<file path="src/rtl/branch_redirect_unit_pkg.sv">
// Shared types and constants for the execute-stage branch redirect path.
// Keeps the cmp_op encoding in one place so decode, comparator and redirect logic agree.
package branch_redirect_unit_pkg;

    localparam int              XLEN    = 32;
    localparam logic [XLEN-1:0] PC_STEP = 32'd4;

    typedef enum logic {
        ST_RUN   = 1'b0,
        ST_FLUSH = 1'b1
    } bru_state_e;

    typedef enum logic [2:0] {
        CMP_BEQ  = 3'b000,
        CMP_BNE  = 3'b001,
        CMP_BLT  = 3'b010,
        CMP_BGE  = 3'b011,
        CMP_BLTU = 3'b100,
        CMP_BGEU = 3'b101
    } cmp_op_e;

endpackage

</file>
<file path="src/rtl/branch_redirect_unit_target_calc.sv">
// Combinational redirect-target and link adder; JALR clears bit 0 of its sum.
module branch_target_calc
    import branch_redirect_unit_pkg::*;
(
    input  logic            i_is_jalr,
    input  logic [XLEN-1:0] i_pc,
    input  logic [XLEN-1:0] i_imm,
    input  logic [XLEN-1:0] i_rs1,
    output logic [XLEN-1:0] o_target,
    output logic [XLEN-1:0] o_link
);

    logic [XLEN-1:0] base;
    logic [XLEN-1:0] sum;

    // JALR wins over JAL/branch, so only the JALR flag selects the base.
    assign base     = i_is_jalr ? i_rs1 : i_pc;
    assign sum      = base + i_imm;
    assign o_target = i_is_jalr ? {sum[XLEN-1:1], 1'b0} : sum;
    assign o_link   = i_pc + PC_STEP;

endmodule

</file>
<file path="src/rtl/branch_redirect_unit.sv">
// Fetch PC owner: resolves branch/JAL/JALR redirects, kills IF/ID, then bubbles fetch.
// Build option: define MISALIGN_TRAP_EN to send targets with bit 1 set to TRAP_VEC.
module branch_redirect_unit
    import branch_redirect_unit_pkg::*;
#(
    parameter logic [31:0] RESET_PC     = 32'h0000_0000,
    parameter int          FLUSH_CYCLES = 2,
    parameter logic [31:0] TRAP_VEC     = 32'h0000_0100
) (
    input  logic        clk,
    input  logic        rst,
    input  logic        i_valid,
    input  logic        i_is_branch,
    input  logic        i_is_jal,
    input  logic        i_is_jalr,
    input  logic        i_taken,
    input  logic [31:0] i_pc,
    input  logic [31:0] i_imm,
    input  logic [31:0] i_rs1,
    input  logic        i_stall,
    output logic [31:0] o_pc,
    output logic        o_fetch_valid,
    output logic        o_redirect,
    output logic [31:0] o_link,
    output logic        o_misalign
);

    localparam logic [3:0] FLUSH_INIT = 4'(FLUSH_CYCLES - 1);

    bru_state_e      state_q;
    logic [3:0]      cnt_q;
    logic [XLEN-1:0] pc_q;
    logic [XLEN-1:0] target;
    logic [XLEN-1:0] next_target;
    logic            redirect_req;
    logic            take_redirect;
    logic            misalign;

    branch_target_calc u_target_calc (
        .i_is_jalr (i_is_jalr),
        .i_pc      (i_pc),
        .i_imm     (i_imm),
        .i_rs1     (i_rs1),
        .o_target  (target),
        .o_link    (o_link)
    );

    assign redirect_req  = i_valid & (i_is_jalr | i_is_jal | (i_is_branch & i_taken));
    assign take_redirect = ~rst & (state_q == ST_RUN) & redirect_req;

`ifdef MISALIGN_TRAP_EN
    assign misalign = take_redirect & target[1];
`else
    assign misalign = 1'b0;
`endif

    assign next_target   = misalign ? TRAP_VEC : target;
    assign o_pc          = pc_q;
    assign o_fetch_valid = ~rst & (state_q == ST_RUN);
    assign o_redirect    = take_redirect;
    assign o_misalign    = misalign;

    // Redirect has priority over stall; the flush counter ignores stall entirely.
    always_ff @(posedge clk) begin
        if (rst) begin
            pc_q    <= RESET_PC;
            state_q <= ST_RUN;
            cnt_q   <= 4'd0;
        end else begin
            case (state_q)
                ST_RUN: begin
                    if (redirect_req) begin
                        pc_q <= next_target;
                        if (FLUSH_CYCLES > 0) begin
                            state_q <= ST_FLUSH;
                            cnt_q   <= FLUSH_INIT;
                        end
                    end else if (!i_stall) begin
                        pc_q <= pc_q + PC_STEP;
                    end
                end
                ST_FLUSH: begin
                    cnt_q <= cnt_q - 4'd1;
                    if (cnt_q == 4'd0) begin
                        state_q <= ST_RUN;
                    end
                end
                default: state_q <= ST_RUN;
            endcase
        end
    end

endmodule

</file>
<file path="config.mk">
export PLATFORM = sky130hd
export DESIGN_NAME = branch_redirect_unit
export DESIGN_NICKNAME = d
export VERILOG_FILES = /design/src/rtl/branch_redirect_unit_pkg.sv /design/src/rtl/branch_redirect_unit_target_calc.sv /design/src/rtl/branch_redirect_unit.sv
export SDC_FILE = /design/constraint.sdc
export NUM_CORES = 1
export LEC_CHECK = 0
export BUFFER_PORTS_ARGS = -buffer_cell sky130_fd_sc_hd__buf_4
export CORE_MARGIN = 3
export CORE_UTILIZATION = 53
export DETAILED_ROUTE_END_ITERATION = 8
export HOLD_SLACK_MARGIN = 0.12
export PLACE_DENSITY = 0.83
export SLEW_MARGIN = 30
export SYNTH_ARGS = -nofsm -noshare
export SYNTH_HDL_FRONTEND = slang
export SYNTH_SLANG_ARGS = --single-unit
</file>
<file path="constraint.sdc">
create_clock -name clk -period 3.6 [get_ports clk]
set_input_delay 0 -clock clk [delete_from_list [all_inputs] [get_ports clk]]
set_output_delay 0 -clock clk [all_outputs]
set_load 0.01 [all_outputs]
</file>
* Yosys cells after proc, flatten, opt, wreduce, memory -nomap -nowiden
Index checks and enable logic that the tools add are counted. Widths: inputs -> output; s select.
Operators by class: add/subtract/negate cells 4, eq/ne operators 2, muxes and demuxes 9, bitwise gates (word level) 8, reductions and logical operators 2
Operators by type and width (count):
- $mux 32 | 3
- $add 32x3->32 const B | 2
- $add 32x32->32 | 1
- $pmux 4 s2 | 1
- $and 1x1->1 | 4
- $logic_not 4->1 | 1
- $mux 4 | 1
- $sub 4x1->4 const B | 1
- $mux 1 | 3
- $ne 2x1->1 const B | 1
- $ne 2x2->1 const B | 1
- $not 1->1 | 2
- $or 1x1->1 | 2
- $pmux 1 s2 | 1
- $reduce_and 2->1 | 1
Storage, ports and cells: bits in registers 37, bits of input ports 104, output and inout bits 67, word-level logic and storage cells 28

* Depth between registers and ports, before layout
word-level depth 5, mapped depth 12, mapped depth without buffers 11

* Cells and area by module
A second synthesis with hierarchy kept.
Unflattened totals: cell total of the unflattened synthesis 668, area total of the unflattened synthesis 4939.7 um^2
Modules (own cells, without submodules):
- branch_target_calc | times used 1, cells an instance 364, area each 2622.5 um^2, seq. area each 0.0 um^2
- branch_redirect_unit | times used 1, cells an instance 304, area each 2317.2 um^2, seq. area each 740.7 um^2

* Least setup slack after synthesis
No wires, ideal clock.
kind input to register, from input i_is_jalr, to register pc_q[29], in the netlist o_pc[29], setup time 0.120 ns, data arrival time 2.791 ns, data required time 3.480 ns, slack 0.689 ns, cell stages on the path 10, path buffers 3, cell sequence buf_2 > buf_1 > mux2_2 > ha_1 > clkbuf_1 > and3_1 > or3b_2 > a21oi_1 > mux2_2 > a211o_1
On the way: cells in the longest elaborated chain, start to end 5, elaborated cells on any way between the ends 8, those cells by class 1 x add/sub; 1 x eq/ne; 2 x mux; 3 x bitwise; 1 x reduce/logical
Ends and longest elaborated chain:
- start: declaration | line branch_redirect_unit.sv:15 | input logic i_is_jalr,
- branches (longest 5 deep; another with $add 32x32->32)
- end signal: assignment | line branch_redirect_unit.sv:73 | pc_q <= next_target;
- end signal: assignment | line branch_redirect_unit.sv:79 | pc_q <= pc_q + PC_STEP;
- end: declaration | line branch_redirect_unit.sv:32 | logic [XLEN-1:0] pc_q;
Parallel ways; which one is timed is not known. A chain may end at the register's enable or synchronous reset.

* Worst setup path in the final report
Ends and elaborated chain as after synthesis.

==> key figures <==
Outcome
  • Status: complete, no violations

Logic synthesis
  • Post-Syn Area: 5124 um^2
  • Fraction of registers with async set/reset: 0
  • Primary FF master, synth: dfxtp_1
  • Seq cells post-synth: 37
  • Synth cell count leaders: nand2_1 (76), a21oi_1 (61), nor2_1 (53), o21ai_0 (42), nand3_1 (38)
  • Cell taking the most area after synthesis: dfxtp_1
  • Synth top area share: 0.1446
  • Yosys cell types: 77
  • Avg Cell Area, Syn: 7.299 um^2
  • Sequential area share after synthesis: 0.1446
  • Most frequent cell after synthesis: nand2_1
  • Cells after synthesis: 702
  • Yosys Warn Count: 0
  • Top cells by area, synth: dfxtp_1 (14%), ha_1 (8.3%), mux2_2 (6.6%)
  • Post-synth EDFFs: 0
  • Net count after synthesis: 841

Worst setup path
  • R2R Setup Slk: 1.24 ns
  • CP Data Required Time: 3.79 ns
  • CP endpoint kind: flip-flop
  • Reg2reg start: o_pc[2]$_SDFFE_PP0P_
  • CP max stage delay: between 0.4 and 0.5 ns
  • FF-to-FF End: o_pc[25]$_SDFFE_PP0P_
  • Slowest-stage cell, CP: ha_1
  • Biggest fanout along the worst timing path: 29
  • Worst R2R Path Depth: 7
  • WS Path Type: in -> reg
  • Worst-path cell chain: buf_4 -> mux2_2 -> ha_1 -> nand3_1 -> o22ai_1 -> nor2_1 -> a211o_1 -> a21oi_1 -> mux2_2 -> a211o_1
  • Crit path DAT: 2.91 ns
  • Worst Setup Start Kind: primary input

Drt
  • Via density: 6.231
  • Post-route DRC: 0
  • Final WL: 17,030 um
  • DRT iter0 DRCs: roughly 500
  • DRT antenna net count: 0
  • TritonRoute pass-1 iters: 7
  • Routed wire per std cell: 17.38 um
  • Via count: a little over 6,000

Final layout
  • Layout cell share with drive strength beyond 1: 0.2750
  • Final Core Density: 0.6950
  • # nets final: about 990
  • Fillers: 821
  • Area Overhead vs Synth: 26.52%
  • ANT cells: 0

Hold path
  • WHS Path Cells: 4
  • Hold/Removal Path Class: in -> reg
  • Worst hold start: i_imm[0]
  • Hold endpoint: o_pc[0]$_SDFFE_PP0P_

Pwr
  • Worst vdd ir: 0.1925 mV
  • Power per cell area: ~280 nW/um^2
  • Cell leakage power: 0.002775 uW
  • PnR Total Power: 1795 uW

Floorplan
  • Die area: 10,880 um^2
  • Die height: ~100 um
  • Die Width: 104.3 um
  • Core Footprint: between 9000 and 10,000 um^2
  • I/O pin cnt: 171
  • Row cnt: 35
  • Initial core utilization: 0.5493

Timing
  • Setup TNS: 0 ns
  • Worst slew pin tran: 0.9537 ns
  • Crit share post-route: 0.7566
  • Headroom to the max-slew limit: 0.3575
  • Hold slack: about 0.16 ns
  • Worst-case clock skew: 0.006392 ns
  • Fin crit period: 2.724 ns
  • RSZ-0062 raised after global routing: false
  • Final Hold Viols: 0
  • Final Max Tran Viols: 0
  • Fmax: 367.1 MHz
  • Final setup vio count: 0

Clocking
  • Reg clk slew, reported paths: approximately 0.070 ns
  • # resized after CTS: 0
  • CTS Root Cell: clkbuf_8
  • Clk_lat worst skew: 0.30 ns
  • Htree depth: 2
  • Hold-fix buffers at CTS: 1
  • CTS tree: built
  • # clock sinks: 37
  • Setup Fix Bufs, Post-CTS: 0
  • CTS max path bufs: 2
  • Cts bufs inserted: 5

GRT
  • Number of global-route vias before repair: 5,701
  • Pin count of the biggest net entering global routing: 37
  • GR Util All Layers: 0.2965
  • Antenna violations before repair: 0
  • Global-route wire length before repair: approximately 28,000 um
  • Gr ovfl total: 0

Place
  • Placed wire-length estimate: 13,560 um
  • GP Congestion: between 0.9 and 1
  • PortBufs: 169

Run
  • Max-Cap Viols: 0
==> power by group <==
group | leakage [uW] | internal, uW | switching, uW
logic | 0.00243 | 437 | 538
registers | 0.000305 | 458 | 68.8
clock network | 0.0000439 | 134 | 160
total | 0.00277 | 1030 | 767
==> critical path: cells and delay by family <==
| kind | cells | cell delay (ns) |
|---|---|---|
| buffers and inverters | 1 | 0.30 |
| AO/OA/AOI/OAI | 4 | 1.11 |
| multiplexers | 2 | 0.73 |
| AND/OR/NAND/NOR | 2 | 0.31 |
| adder cells (fa/ha/maj) | 1 | 0.44 |
==> metrics by stage <==
stage,worst slack [ns],cell area (um^2),std cells
floorplan,0.6895,5124,702
CTS,0.9261,6482,980
global placement,0.7073,6386,971
finish,0.8761,6482,980
global route,0.6935,6482,980
detailed placement,0.6235,6386,971
==> layout make-up <==
class                   instances  area [um^2]  share of cell area
multi-input cells             606         4073              0.6283
repair buffers                178         1339              0.2065
flip-flops and latches         37        740.7              0.1143
well taps                     129        161.4             0.02490
inverters                      22        82.58             0.01274
clock buffers                   5        68.82             0.01062
clock inverters                 3        17.52            0.002702
==> state kept, by name, summed over array words and instances, names as in the netlist <==
| signal | cells |
|---|---|
| o_pc | 32 |
| state_q | 1 |
| cnt_q | 4 |
==> cell families after synthesis <==
family                   after synthesis  share of synthesized area
XOR/XNOR                              46                    0.07863
adder cells (fa/ha/maj)               35                    0.08694
AND/OR/NAND/NOR                      268                     0.2654
buffers and inverters                 59                    0.06056
multiplexers                          34                    0.07375
other                                  1                  0.0007319
flip-flops                            37                     0.1446
AO/OA/AOI/OAI                        222                     0.2894
==> cell usage in the layout (no fill, tap or decap), types with 3 or more instances in the layout <==
master	instances
buf_4	177
nand2_1	76
a21oi_1	61
nor2_1	53
o21ai_0	42
nand3_1	38
dfxtp_1	37
ha_1	34
mux2_2	30
xnor2_1	29
nor3_1	22
inv_1	20
nand4_1	18
xor2_1	17
a21o_1	16
and3_1	15
a31oi_1	14
o211ai_1	14
a211oi_1	11
or3_1	9
a211o_1	8
o22ai_1	7
nand2b_1	7
and4_1	6
a311oi_1	5
a2111oi_0	5
o21a_1	5
nor4_1	5
clkbuf_8	5
mux2i_1	4
nand3b_1	3
==> worst max path at each step <==
stage | from | endpoint
finish | i_is_jalr | o_pc[29]$_SDFFE_PP0P_
global route | i_is_jalr | o_pc[31]$_SDFFE_PP0P_
CTS | i_is_jalr | o_pc[26]$_SDFFE_PP0P_
detailed placement | i_is_jalr | o_pc[26]$_SDFFE_PP0P_
global placement | i_is_jalr | o_pc[27]$_SDFFE_PP0P_
floorplan | i_is_jalr | o_pc[29]$_SDFFE_PP0P_
==> layer usage <==
layer,vias up,wire length (um),track usage
met3,21,1393,0.03228
met2,325,7939,0.4945
met4,0,178,0.06458
met5,-,0,0
li1,2938,-,-
met1,2822,7518,0.4111
Power figures use the tool's default switching activity.
